## config.mk

```make
export PLATFORM = sky130hd
export DESIGN_NAME = ram_writer_64x8_flat
export DESIGN_NICKNAME = d
export VERILOG_FILES = /design/src/rtl/ram_writer_64x8_if.sv /design/src/rtl/ram_writer_64x8.sv /design/src/flat_wrapper.sv
export SDC_FILE = /design/constraint.sdc
export NUM_CORES = 1
export LEC_CHECK = 0
export CELL_PAD_IN_SITES_DETAIL_PLACEMENT = 2
export CELL_PAD_IN_SITES_GLOBAL_PLACEMENT = 2
export CORE_MARGIN = 1.5
export CORE_UTILIZATION = 25
export DETAILED_ROUTE_END_ITERATION = 8
export DONT_BUFFER_PORTS = 1
export GPL_TIMING_DRIVEN = 0
export PLACE_DENSITY = 0.56
export SETUP_SLACK_MARGIN = 0.02
export SYNTH_ARGS = -nofsm -noshare
export SYNTH_HDL_FRONTEND = slang
export SYNTH_SLANG_ARGS = --single-unit
```

## constraint.sdc

```tcl
create_clock -name clk -period 4.3 [get_ports clk]
set_input_delay 1.075 -clock clk [delete_from_list [all_inputs] [get_ports clk]]
set_output_delay 1.075 -clock clk [all_outputs]
set_load 0.1 [all_outputs]
```

## src/rtl/ram_writer_64x8_if.sv

```systemverilog
// Producer/reader bus of the 64x8 burst-write RAM: burst request, byte stream, status and read port.
interface ram_writer_64x8_if #(
    parameter int AW = 6,
    parameter int DW = 8
);
    logic          start;
    logic [AW-1:0] base_addr;
    logic [AW:0]   length;
    logic          s_valid;
    logic [DW-1:0] s_data;
    logic          s_ready;
    logic          busy;
    logic          done;
    logic          verify_err;
    logic [AW-1:0] rd_addr;
    logic [DW-1:0] rd_data;

    modport master (
        output start, base_addr, length, s_valid, s_data, rd_addr,
        input  s_ready, busy, done, verify_err, rd_data
    );

    modport slave (
        input  start, base_addr, length, s_valid, s_data, rd_addr,
        output s_ready, busy, done, verify_err, rd_data
    );
endinterface

```

## src/rtl/ram_writer_64x8.sv

```systemverilog
// 64x8 synchronous RAM with a streaming burst-write engine and a one-cycle registered read port.
// Defining RAM_WRITER_VERIFY_EN adds a checksum readback (VERIFY state) after every burst.
module ram_writer_64x8 #(
    parameter int AW = 6,
    parameter int DW = 8
) (
    input  logic             clk,
    input  logic             rst,
    ram_writer_64x8_if.slave bus
);
    localparam int          DEPTH   = 1 << AW;
    localparam logic [AW:0] MAX_LEN = (AW+1)'(DEPTH);

    localparam logic [1:0] S_IDLE   = 2'd0;
    localparam logic [1:0] S_WRITE  = 2'd1;
    localparam logic [1:0] S_DONE   = 2'd3;
`ifdef RAM_WRITER_VERIFY_EN
    localparam logic [1:0] S_VERIFY = 2'd2;
    localparam logic [1:0] S_AFTER_WRITE = S_VERIFY;
`else
    localparam logic [1:0] S_AFTER_WRITE = S_DONE;
`endif

    logic [1:0]    state;
    logic [AW-1:0] wr_addr;
    logic [AW:0]   remaining;
    logic [AW:0]   clamped_len;
    logic [DW-1:0] rd_q;
    logic          start_ok;
    logic          accept;
    logic          last_byte;
    logic          verify_done;

    logic [DW-1:0]    mem [DEPTH];
    // Power-up image is mem[i] = i: each word reads back its own address until first written.
    logic [DEPTH-1:0] written = '0;

    function automatic logic [DW-1:0] read_word(input logic [AW-1:0] a);
        return written[a] ? mem[a] : DW'(a);
    endfunction

    assign clamped_len = (bus.length > MAX_LEN) ? MAX_LEN : bus.length;
    assign start_ok    = (state == S_IDLE) && bus.start;
    assign accept      = (state == S_WRITE) && bus.s_valid;
    assign last_byte   = accept && (remaining == (AW+1)'(1));

    assign bus.s_ready = (state == S_WRITE);
    assign bus.done    = (state == S_DONE);
    assign bus.rd_data = rd_q;

`ifdef RAM_WRITER_VERIFY_EN
    logic [AW-1:0] base_cap;
    logic [AW-1:0] ver_addr;
    logic [AW:0]   len_cap;
    logic [AW:0]   ver_cnt;
    logic [DW-1:0] wr_sum;
    logic [DW-1:0] ver_sum;
    logic [DW-1:0] ver_rd;
    logic [DW-1:0] ver_total;
    logic          verify_err_q;

    assign ver_total   = ver_sum + ver_rd;
    assign verify_done = (state == S_VERIFY) && (ver_cnt == len_cap);
    assign bus.busy    = (state == S_WRITE) || (state == S_VERIFY);
    assign bus.verify_err = verify_err_q;

    // Reads are issued for len_cap cycles; the extra final cycle only absorbs the last read's latency.
    always_ff @(posedge clk or posedge rst) begin
        if (rst) begin
            base_cap     <= '0;
            ver_addr     <= '0;
            len_cap      <= '0;
            ver_cnt      <= '0;
            wr_sum       <= '0;
            ver_sum      <= '0;
            ver_rd       <= '0;
            verify_err_q <= 1'b0;
        end else begin
            if (start_ok) begin
                wr_sum       <= '0;
                verify_err_q <= 1'b0;
                base_cap     <= bus.base_addr;
                len_cap      <= clamped_len;
            end
            if (accept) begin
                wr_sum <= wr_sum + bus.s_data;
            end
            if (last_byte) begin
                ver_addr <= base_cap;
                ver_cnt  <= '0;
                ver_sum  <= '0;
            end
            if (state == S_VERIFY) begin
                if (ver_cnt != len_cap) begin
                    ver_rd   <= read_word(ver_addr);
                    ver_addr <= ver_addr + AW'(1);
                    ver_cnt  <= ver_cnt + (AW+1)'(1);
                end
                if (ver_cnt != '0) begin
                    ver_sum <= ver_total;
                end
                if (verify_done && (ver_total != wr_sum)) begin
                    verify_err_q <= 1'b1;
                end
            end
        end
    end
`else
    assign verify_done    = 1'b0;
    assign bus.busy       = (state == S_WRITE);
    assign bus.verify_err = 1'b0;
`endif

    always_ff @(posedge clk or posedge rst) begin
        if (rst) begin
            state     <= S_IDLE;
            wr_addr   <= '0;
            remaining <= '0;
        end else begin
            case (state)
                S_IDLE: begin
                    if (start_ok) begin
                        if (clamped_len == '0) begin
                            state <= S_DONE;
                        end else begin
                            state     <= S_WRITE;
                            wr_addr   <= bus.base_addr;
                            remaining <= clamped_len;
                        end
                    end
                end
                S_WRITE: begin
                    if (accept) begin
                        wr_addr   <= wr_addr + AW'(1);
                        remaining <= remaining - (AW+1)'(1);
                        if (last_byte) begin
                            state <= S_AFTER_WRITE;
                        end
                    end
                end
`ifdef RAM_WRITER_VERIFY_EN
                S_VERIFY: begin
                    if (verify_done) begin
                        state <= S_DONE;
                    end
                end
`endif
                S_DONE:  state <= S_IDLE;
                default: state <= S_IDLE;
            endcase
        end
    end

    // Memory contents deliberately survive reset, so the array has no reset branch.
    always_ff @(posedge clk) begin
        if (accept) begin
            mem[wr_addr]     <= bus.s_data;
            written[wr_addr] <= 1'b1;
        end
    end

    always_ff @(posedge clk or posedge rst) begin
        if (rst) begin
            rd_q <= '0;
        end else begin
            rd_q <= read_word(bus.rd_addr);
        end
    end
endmodule

```

## src/flat_wrapper.sv

```systemverilog
// flat-port wrapper written by rule: the top's interface ports become plain ports
module ram_writer_64x8_flat 
#(
    parameter int AW = 6,
    parameter int DW = 8
)
  (clk, rst, bus_start, bus_base_addr, bus_length, bus_s_valid, bus_s_data, bus_rd_addr, bus_s_ready, bus_busy, bus_done, bus_verify_err, bus_rd_data);
  ram_writer_64x8_if #(.AW(AW), .DW(DW)) bus_i ();
  input  logic clk;
  input  logic rst;
  input wire logic [$bits(bus_i.start)-1:0] bus_start;
  input wire logic [$bits(bus_i.base_addr)-1:0] bus_base_addr;
  input wire logic [$bits(bus_i.length)-1:0] bus_length;
  input wire logic [$bits(bus_i.s_valid)-1:0] bus_s_valid;
  input wire logic [$bits(bus_i.s_data)-1:0] bus_s_data;
  input wire logic [$bits(bus_i.rd_addr)-1:0] bus_rd_addr;
  output wire logic [$bits(bus_i.s_ready)-1:0] bus_s_ready;
  output wire logic [$bits(bus_i.busy)-1:0] bus_busy;
  output wire logic [$bits(bus_i.done)-1:0] bus_done;
  output wire logic [$bits(bus_i.verify_err)-1:0] bus_verify_err;
  output wire logic [$bits(bus_i.rd_data)-1:0] bus_rd_data;
  assign bus_i.start = bus_start;
  assign bus_i.base_addr = bus_base_addr;
  assign bus_i.length = bus_length;
  assign bus_i.s_valid = bus_s_valid;
  assign bus_i.s_data = bus_s_data;
  assign bus_i.rd_addr = bus_rd_addr;
  assign bus_s_ready = bus_i.s_ready;
  assign bus_busy = bus_i.busy;
  assign bus_done = bus_i.done;
  assign bus_verify_err = bus_i.verify_err;
  assign bus_rd_data = bus_i.rd_data;
  ram_writer_64x8 #(.AW(AW), .DW(DW)) u_core (.clk(clk), .rst(rst), .bus(bus_i));
endmodule
```

==> results summary, run 1 <==
The peak supply drop is 0.255 mV. The HPWL after detailed placement is 48300 um. The setup fix buffers added after clock tree synthesis is 0. The number of nets in the layout is 1329. The setup clock skew after layout came out at 0.0327 ns. Of the total power, registers draw 0.492.

The fraction of final layout cells sized beyond drive strength 1 is 0.217. The shortest period the worst path allows is 4.14 ns. The proportion of synthesized area in mux cells came out at 0.154.

Routability-driven placement finished with a final weighted congestion of 0.777. The sequential cell area fraction in the yosys report came out at 0.740. Of the total power, the share spent switching nets is 0.266.

Data on the critical path arrives at its endpoint at 4.62 ns. Setup violations remaining at the end of the flow were counted as 0. Walking the worst path, the cells encountered are buf_2 > clkbuf_1 > buf_1 > mux4_2 > a22oi_1 > a21oi_1 > nor3_1 > nor2_1 > mux2_2. The achievable frequency came out at 241 MHz. The slack of the worst reg-to-reg path is 0.56 ns. The max-slew violation count came out at 0. Of the total synthesized cell area, the portion taken by full adders, half adders and majority gates is 0.00155.

CTS built an H-tree with a depth of 3. The wire length of the first global-routing pass is 105000 um. The internal power is 10.2 mW.

The area share of xor/xnor cells in the synthesized design is 0. The worst setup path is captured at a flip-flop. The die covers 98500 um^2. In this run the power density over the cells is 500 nW/um^2. The ratio of final minimum period to clock period is 0.964.

The switching power summed over all nets is 3.70 mW. In this run the standard cell core region covers 95300 um^2. The post-synthesis cell type count came out at 50. The detailed router put a total of 32100 um of wire on met1.

The final hold violation count was 0. The final wirelength came out at 73800 um. Once the clock tree was built, the resizer swapped 0 gates to a different size. The Yosys step of the flow raised 0 warnings.

Along the worst path, the maximum fanout reaches 10. The fraction of the mapped netlist area in compound gates came to 0.0491. The fraction of synthesis flops using an asynchronous set or reset pin is 0.0384. The total CTS buffers came out at 68. A synthesized cell averages 19.7 um^2. The clock transition at the register clock pins on the worst setup and hold paths after CTS is 0.06 ns. The number of placed I/O pins came out at 43. The launch instance of the worst register-to-register path is u_core.wr_addr[2]. Synthesis produced a netlist with a net count of 1258.

The number of synthesized register bits came out at 599. In the final routed layout, each cell accounts on average for 28.3 um. The highest metal layer carrying signal wires in the routed design is met4. For this block, the initial DRC count from the detailed router was 1131. The required time of the critical path came out at 4.77 ns. Setup repair after global routing left no endpoint under its margin. In the global route stage, overall resource usage came out at 0.152. The headroom to the max-slew limit came out at 0.162. At the pin with the least slew margin, the transition time is 1.26 ns. The maximum number of pins on one net before global-route repair came out at 65. The flip-flop cell with the highest count after synthesis is edfxtp_1. The final routed DRC violation total is 0. In this design, the stage delay of the slowest critical-path cell is 0.95 ns. The number of clock sinks is 599. The chip height is 314 um. The class of the most critical setup path is input port to flip-flop.

The routed via count came out at 12500. STA classifies the critical path startpoint as an input port. The synthesized instance count came out at 1224.

The run finished with clean final reports. In this run the critical register-to-register path is captured at u_core.mem[60][6]. The family with the most delay on the worst path is buffers and inverters.

The number of global-route vias before repair came to 13500. The hold buffer count at CTS is 0. For this configuration, the core starts out at a cell density of 0.253. The floorplan step set the die width to 314 um. Of the total synthesized cell area, the portion taken by AND, OR, NAND and NOR gates is 0.0350.

The detailed-route vias per instance is 4.80. The capturing instance or port of the critical path is u_core.bus.rd_data[4]. The number of detailed-route iterations in the first pass is 5. Summed over all failing endpoints, the final setup total negative slack is 0 ns.

Tracing the worst setup path back leads to its startpoint at bus_rd_addr[1]. The met3 wire length came out at 3860 um. The number of synthesized flops with an enable pin came out at 576. The clock group share of total power is 0.394. Global routing finished with a remaining overflow of 0. Across the run, the number of max-cap violations was 0.

By area, the combinational part of the netlist is dominated by multiplexers. The clock tree from TritonCTS is yes. The sum of internal, switching and leakage power is 13.9 mW.

The fraction of power consumed by combinational cells is 0.114. The startpoint of the lowest-slack hold path is u_core.written[32]. The number of buffers added on ports came out at 0. The critical path runs through a total of 9 cells. The path class of the tightest hold or removal check is flip-flop to flip-flop. In this run the core area contains 113 standard-cell rows. The largest buffer count on any clock path came out at 3. CTS placed an instance of clkbuf_16 at the clock tree root. The number of antenna diodes in the final layout is 0. In this run the cell area of the synthesized design comes to 24100 um^2. The remaining antenna violation count is 0. The routed design uses 36200 um of met2 wire. The worst reg2reg path depth is 4. The number of antenna violations at the first check in global routing came out at 1.

For the worst-skew pair, the clock arrives at the later sink with an insertion delay of 0.62 ns. The critical path contains buffers and inverters numbering 3 combined. On the critical path, the stage with the largest delay is an instance of buf_1. The relative area change from synthesis to final layout is 15.2%. The standby leakage power came out at 8.36 nW.
[layout by cell type (no fill, tap or decap), types with 17 or more instances in the layout]
cell type / instances
nand2_1: 22
dfrtp_1: 23
mux4_2: 152
buf_2: 18
a21oi_1: 41
clkbuf_1: 57
a22oi_1: 38
nor2_1: 85
clkbuf_16: 70
o21bai_1: 24
edfxtp_1: 576
mux2i_1: 23
a21o_1: 41
nor3_1: 17
[cell type report]
cell class / count / area (um^2)
tap: 1265 / 1580
sequential: 599 / 17900
buffer: 77 / 455
clock inverter: 27 / 206
inverter: 11 / 41.3
clock buffer: 92 / 1830
multi-input combinational: 537 / 5800
timing repair buffer: 1 / 20.0
fill: 9675 / 67500
[logic make-up after synthesis]
family,after synthesis
muxes,180
buffers and inverters,88
DFF,599
AOI/OAI and AO/OA,174
other,1
adders and majority gates,3
and+or+nand+nor,179
[how the worst min path moves through the flow]
stage                                      to  slack (ns)  depth (start not counted)
after floorplan           u_core.remaining[1]        0.47                          2
after global placement    u_core.remaining[1]        0.50                          2
after detailed placement      u_core.state[0]        0.52                          1
after CTS                   u_core.mem[39][5]        0.52                          0
after global routing        u_core.mem[39][5]        0.53                          0
final                      u_core.written[32]        0.53                          1
[metrics by stage]
step / utilization / worst slack [ns] / cells / hold slack, ns / cell area, um^2
3_5_place_dp: 0.270 / -0.551 / 2490 / 0.516 / 25800
2_1_floorplan: - / 0.772 / 1224 / 0.465 / 24100
3_3_place_gp: 0.270 / -0.619 / 2489 / 0.498 / 25700
6_report: 0.292 / 0.157 / 2609 / 0.527 / 27800
4_1_cts: 0.292 / 0.116 / 2609 / 0.518 / 27800
5_1_grt: 0.292 / 0.0522 / 2609 / 0.529 / 27800
[cells in the mapped netlist (all sizes together) (2+ instances only)]
master | count | area share
nor2 | 85 | 0.013
a21o | 41 | 0.013
or3b | 2 | 0.00073
dfrtp | 23 | 0.024
or3 | 2 | 0.00052
mux4 | 152 | 0.14
nand3 | 9 | 0.0019
and3b | 2 | 0.00073
mux2 | 5 | 0.0023
nor3b | 5 | 0.0016
inv | 11 | 0.0017
nand2 | 23 | 0.0037
a31oi | 5 | 0.0016
o21ai | 11 | 0.0023
a22oi | 38 | 0.012
clkbuf | 37 | 0.0058
edfxtp | 576 | 0.72
nor3 | 18 | 0.0037
ha | 3 | 0.0016
nor2b | 5 | 0.0013
and2 | 6 | 0.0016
buf | 40 | 0.013
o21bai | 24 | 0.0075
o41ai | 2 | 0.00073
a21oi | 41 | 0.0085
nand2b | 9 | 0.0023
a211oi | 3 | 0.0011
o22ai | 4 | 0.0010
mux2i | 23 | 0.0095
a221oi | 2 | 0.00073
nand3b | 5 | 0.0016
and3 | 4 | 0.0010
[routing by layer]
metal | up-vias | track usage
li1 | 5174 | -
met1 | 6931 | 0.198
met2 | 314 | 0.254
met3 | 98 | 0.0295
met4 | 0 | 0.0474
met5 | - | 0
[registers in the layout, summed over array words and instances, names as in the netlist]
name,cells
u_core.remaining,7
u_core.written,64
u_core.wr_addr,6
u_core.bus.rd_data,8
u_core.state,2
u_core.mem,512
[power groups by stage]
stage	clock (mW)	combinational [mW]	sequential, mW
2_1_floorplan	0	0.949	6.92
3_5_place_dp	0	1.60	6.97
4_1_cts	5.62	1.61	6.85
5_1_grt	5.82	1.70	6.87
3_3_place_gp	0	1.56	6.95
6_report	5.49	1.58	6.85
Note: power is estimated with default switching activity, not from simulation.
==> inputs of run 2 (changes only) <==
Settings changed: RECOVER_POWER from default to 100.
==> run 2 against run 1 <==
  * Via count decreased by 0.39%
  * Clock power about the same
  * Design area unchanged
  * Global-route usage unchanged
  * Setup slack got worse by 0.035 ns
  * Combinational power about the same
  * Die area unchanged
  * Critical endpoint unchanged
  * Highest routed layer unchanged
==> results summary, run 2 (synthesis gave the netlist of run 1 again) <==
The worst register-to-register path begins at u_core.wr_addr[2]. The final wirelength came out at 73800 um (about the same). TritonCTS built the clock tree. The number of clock sinks came to 599 (unchanged).

The core footprint came out at 95300 um^2 (unchanged). The class of the most critical setup path is input port to flip-flop. The total CTS buffers is 68 (unchanged). The detailed placement HPWL came out at 48300 um (unchanged). The cell row count came out at 113 (unchanged). STA classifies the critical path startpoint as an input port. In this run the worst setup path begins at bus_rd_addr[1]. The shortest period the worst path allows is 4.18 ns (+0.0347 ns).

The register area came out at 17900 um^2 (unchanged). The die footprint is 98500 um^2 (unchanged). The number of buffers added on ports came out at 0 (unchanged). The largest buffer count on any clock path is 3 (unchanged). The source-to-sink clock delay at the later pin of the worst-skew pair came out at 0.62 ns (about the same). The pin slew with the least headroom to its limit is 1.37 ns (+0.115 ns).

The H-tree depth reported by CTS is 3 (unchanged). The most common cell after layout, fill and taps aside is edfxtp_1. The areal power density over the cells came out at 500 nW/um^2 (about the same).

The number of cells traversed by the worst hold path is 1 (unchanged). The number of nets in the layout is 1329 (unchanged). The largest register by flop count is u_core.mem.

The reported max-cap violation count came to 0 (unchanged). The flip-flop count of the largest register after layout is 512 (unchanged). The detailed-route vias per instance is 4.78 (-0.39%). The final hold violation count is 0 (unchanged).

The clock transition at the register clock pins on the worst setup and hold paths after CTS is 0.06 ns (about the same). The routing usage on met3 came out at 0.0295 (unchanged). The remaining global-route overflow came out at 0 (unchanged). The max-slew violation count is 0 (unchanged). The number of fill cells in the layout came out at 9675 (unchanged).

The wire length of the first global-routing pass is 105000 um (unchanged). The number of detailed-route iterations in the first pass is 5 (unchanged). The slack of the worst reg-to-reg path came out at 0.52 ns (-0.04 ns).

The number of diodes is 0 (unchanged). In this run the most used layer during global routing was met2. The chip height is 314 um (unchanged). The worst hold-check slack is 0.527 ns (-0.000251 ns). In the layout the commonest cells are 576 x edfxtp_1, 152 x mux4_2, 85 x nor2_1. The final total negative setup slack came out at 0 ns (unchanged).

The maximum fanout along the worst path came out at 10 (unchanged). The routed via count is 12500 (-0.39%). The ratio of final minimum period to clock period is 0.972 (+0.00806). The critical register-to-register path endpoint is u_core.mem[4][7]. The number of antenna violations at the first check in global routing is 1 (unchanged).

The worst endpoint data arrival time is 4.65 ns (+0.03 ns). The maximum number of pins on one net before global-route repair came out at 65 (unchanged). The area used by multi-input combinational logic was 5800 um^2 (unchanged). The relative area change from synthesis to final layout came out at 15.2% (unchanged). The worst reg2reg path depth is 4 (unchanged). The fraction of final layout cells sized beyond drive strength 1 is 0.215 (-0.00149). The final routed DRC violation total came to 0 (unchanged). The root buffer cell is clkbuf_16.

The standby leakage power is 8.36 nW (about the same). The met2 global-route usage is 0.254 (unchanged). The global placement routability congestion came out at 0.777 (unchanged).

The peak supply drop came out at 0.256 mV (+0.11%). The startpoint of the lowest-slack hold path is u_core.written[32]. The remaining antenna violation count is 0 (unchanged). The met1 track demand over resource in global routing is 0.198 (unchanged). The required time of the critical path is 4.77 ns (about the same). The initial core utilization came out at 0.253 (unchanged).

The worst-case hold path end point is u_core.written[32]. The run finished with clean final reports. The count of cells resized by post-cts repair came to 0 (unchanged). The setup clock skew after layout was 0.0338 ns (+0.00104 ns). The number of violations reported at the end of detailed-routing iteration 0 came to 1133 (+0.18%). The tightest min-delay check is of the flip-flop to flip-flop type. The final-report setup violation count came to 0 (unchanged). The number of placed I/O pins is 43 (unchanged).

The hold buffer count at CTS came to 0 (unchanged). The achievable frequency is 239 MHz (-0.83%). The setup fix buffers added after clock tree synthesis came to 0 (unchanged). The horizontal die dimension came out at 314 um (unchanged). The routed length per placed instance came out at 28.3 um (about the same). STA classifies the critical path endpoint as a flip-flop.

The headroom to the max-slew limit was 0.0855 (-0.0762). The number of global-route vias before repair is 13500 (unchanged). The overall routing resource usage is 0.152 (unchanged). Setup repair after global routing left no endpoint under its margin.
[run 2: metal layers]
metal | routed length [um] | vias up
met4 | 1680 | 0
met3 | 3630 | 99
met5 | 0 | -
li1 | - | 5174
met2 | 36200 | 294
met1 | 32300 | 6901
[run 2: cell type report]
class / instances / share of cell area
Sequential cell: 599 / 0.643
Multi-Input combinational cell: 537 / 0.209
Clock buffer: 92 / 0.0659
Tap cell: 1265 / 0.0569
Buffer: 77 / 0.0164
Clock inverter: 27 / 0.00742
Inverter: 11 / 0.00148
Timing Repair Buffer: 1 / 0.000720
[run 2: worst max-delay path, cell delays in order]
cell and delay (ns):
buf_2 0.31, clkbuf_1 0.68, clkbuf_1 0.97, mux4_2 0.42
a22oi_1 0.20, a21oi_1 0.12, nor3_1 0.44, nor2_1 0.08
mux2_2 0.33
[run 2: how the worst max path moves through the flow]
stage,slack (ns),endpoint,cells past startpoint
2_1_floorplan,0.77,bus_s_ready,5
3_3_place_gp,-0.62,u_core.mem[4][4],4
6_report,0.12,u_core.bus.rd_data[4],9
4_1_cts,0.12,u_core.bus.rd_data[4],9
3_5_place_dp,-0.55,u_core.bus.rd_data[4],9
5_1_grt,0.03,u_core.bus.rd_data[4],9
[run 2: metrics by stage]
step	power (mW)	instances	area, um^2	setup WS, ns	utilization
global placement	8.51	2489	25700	-0.619	0.270
finish	13.9	2609	27800	0.122	0.292
detailed placement	8.57	2490	25800	-0.551	0.270
global route	14.4	2609	27800	0.0302	0.292
floorplan	7.87	1224	24100	0.772	-
CTS	14.1	2609	27800	0.116	0.292
[run 2: report_power, final]
part	total (mW)	internal, mW	switching [mW]
Clock	5.48	3.12	2.37
Sequential	6.85	6.65	0.196
Combinational	1.58	0.442	1.14
Total	13.9	10.2	3.70
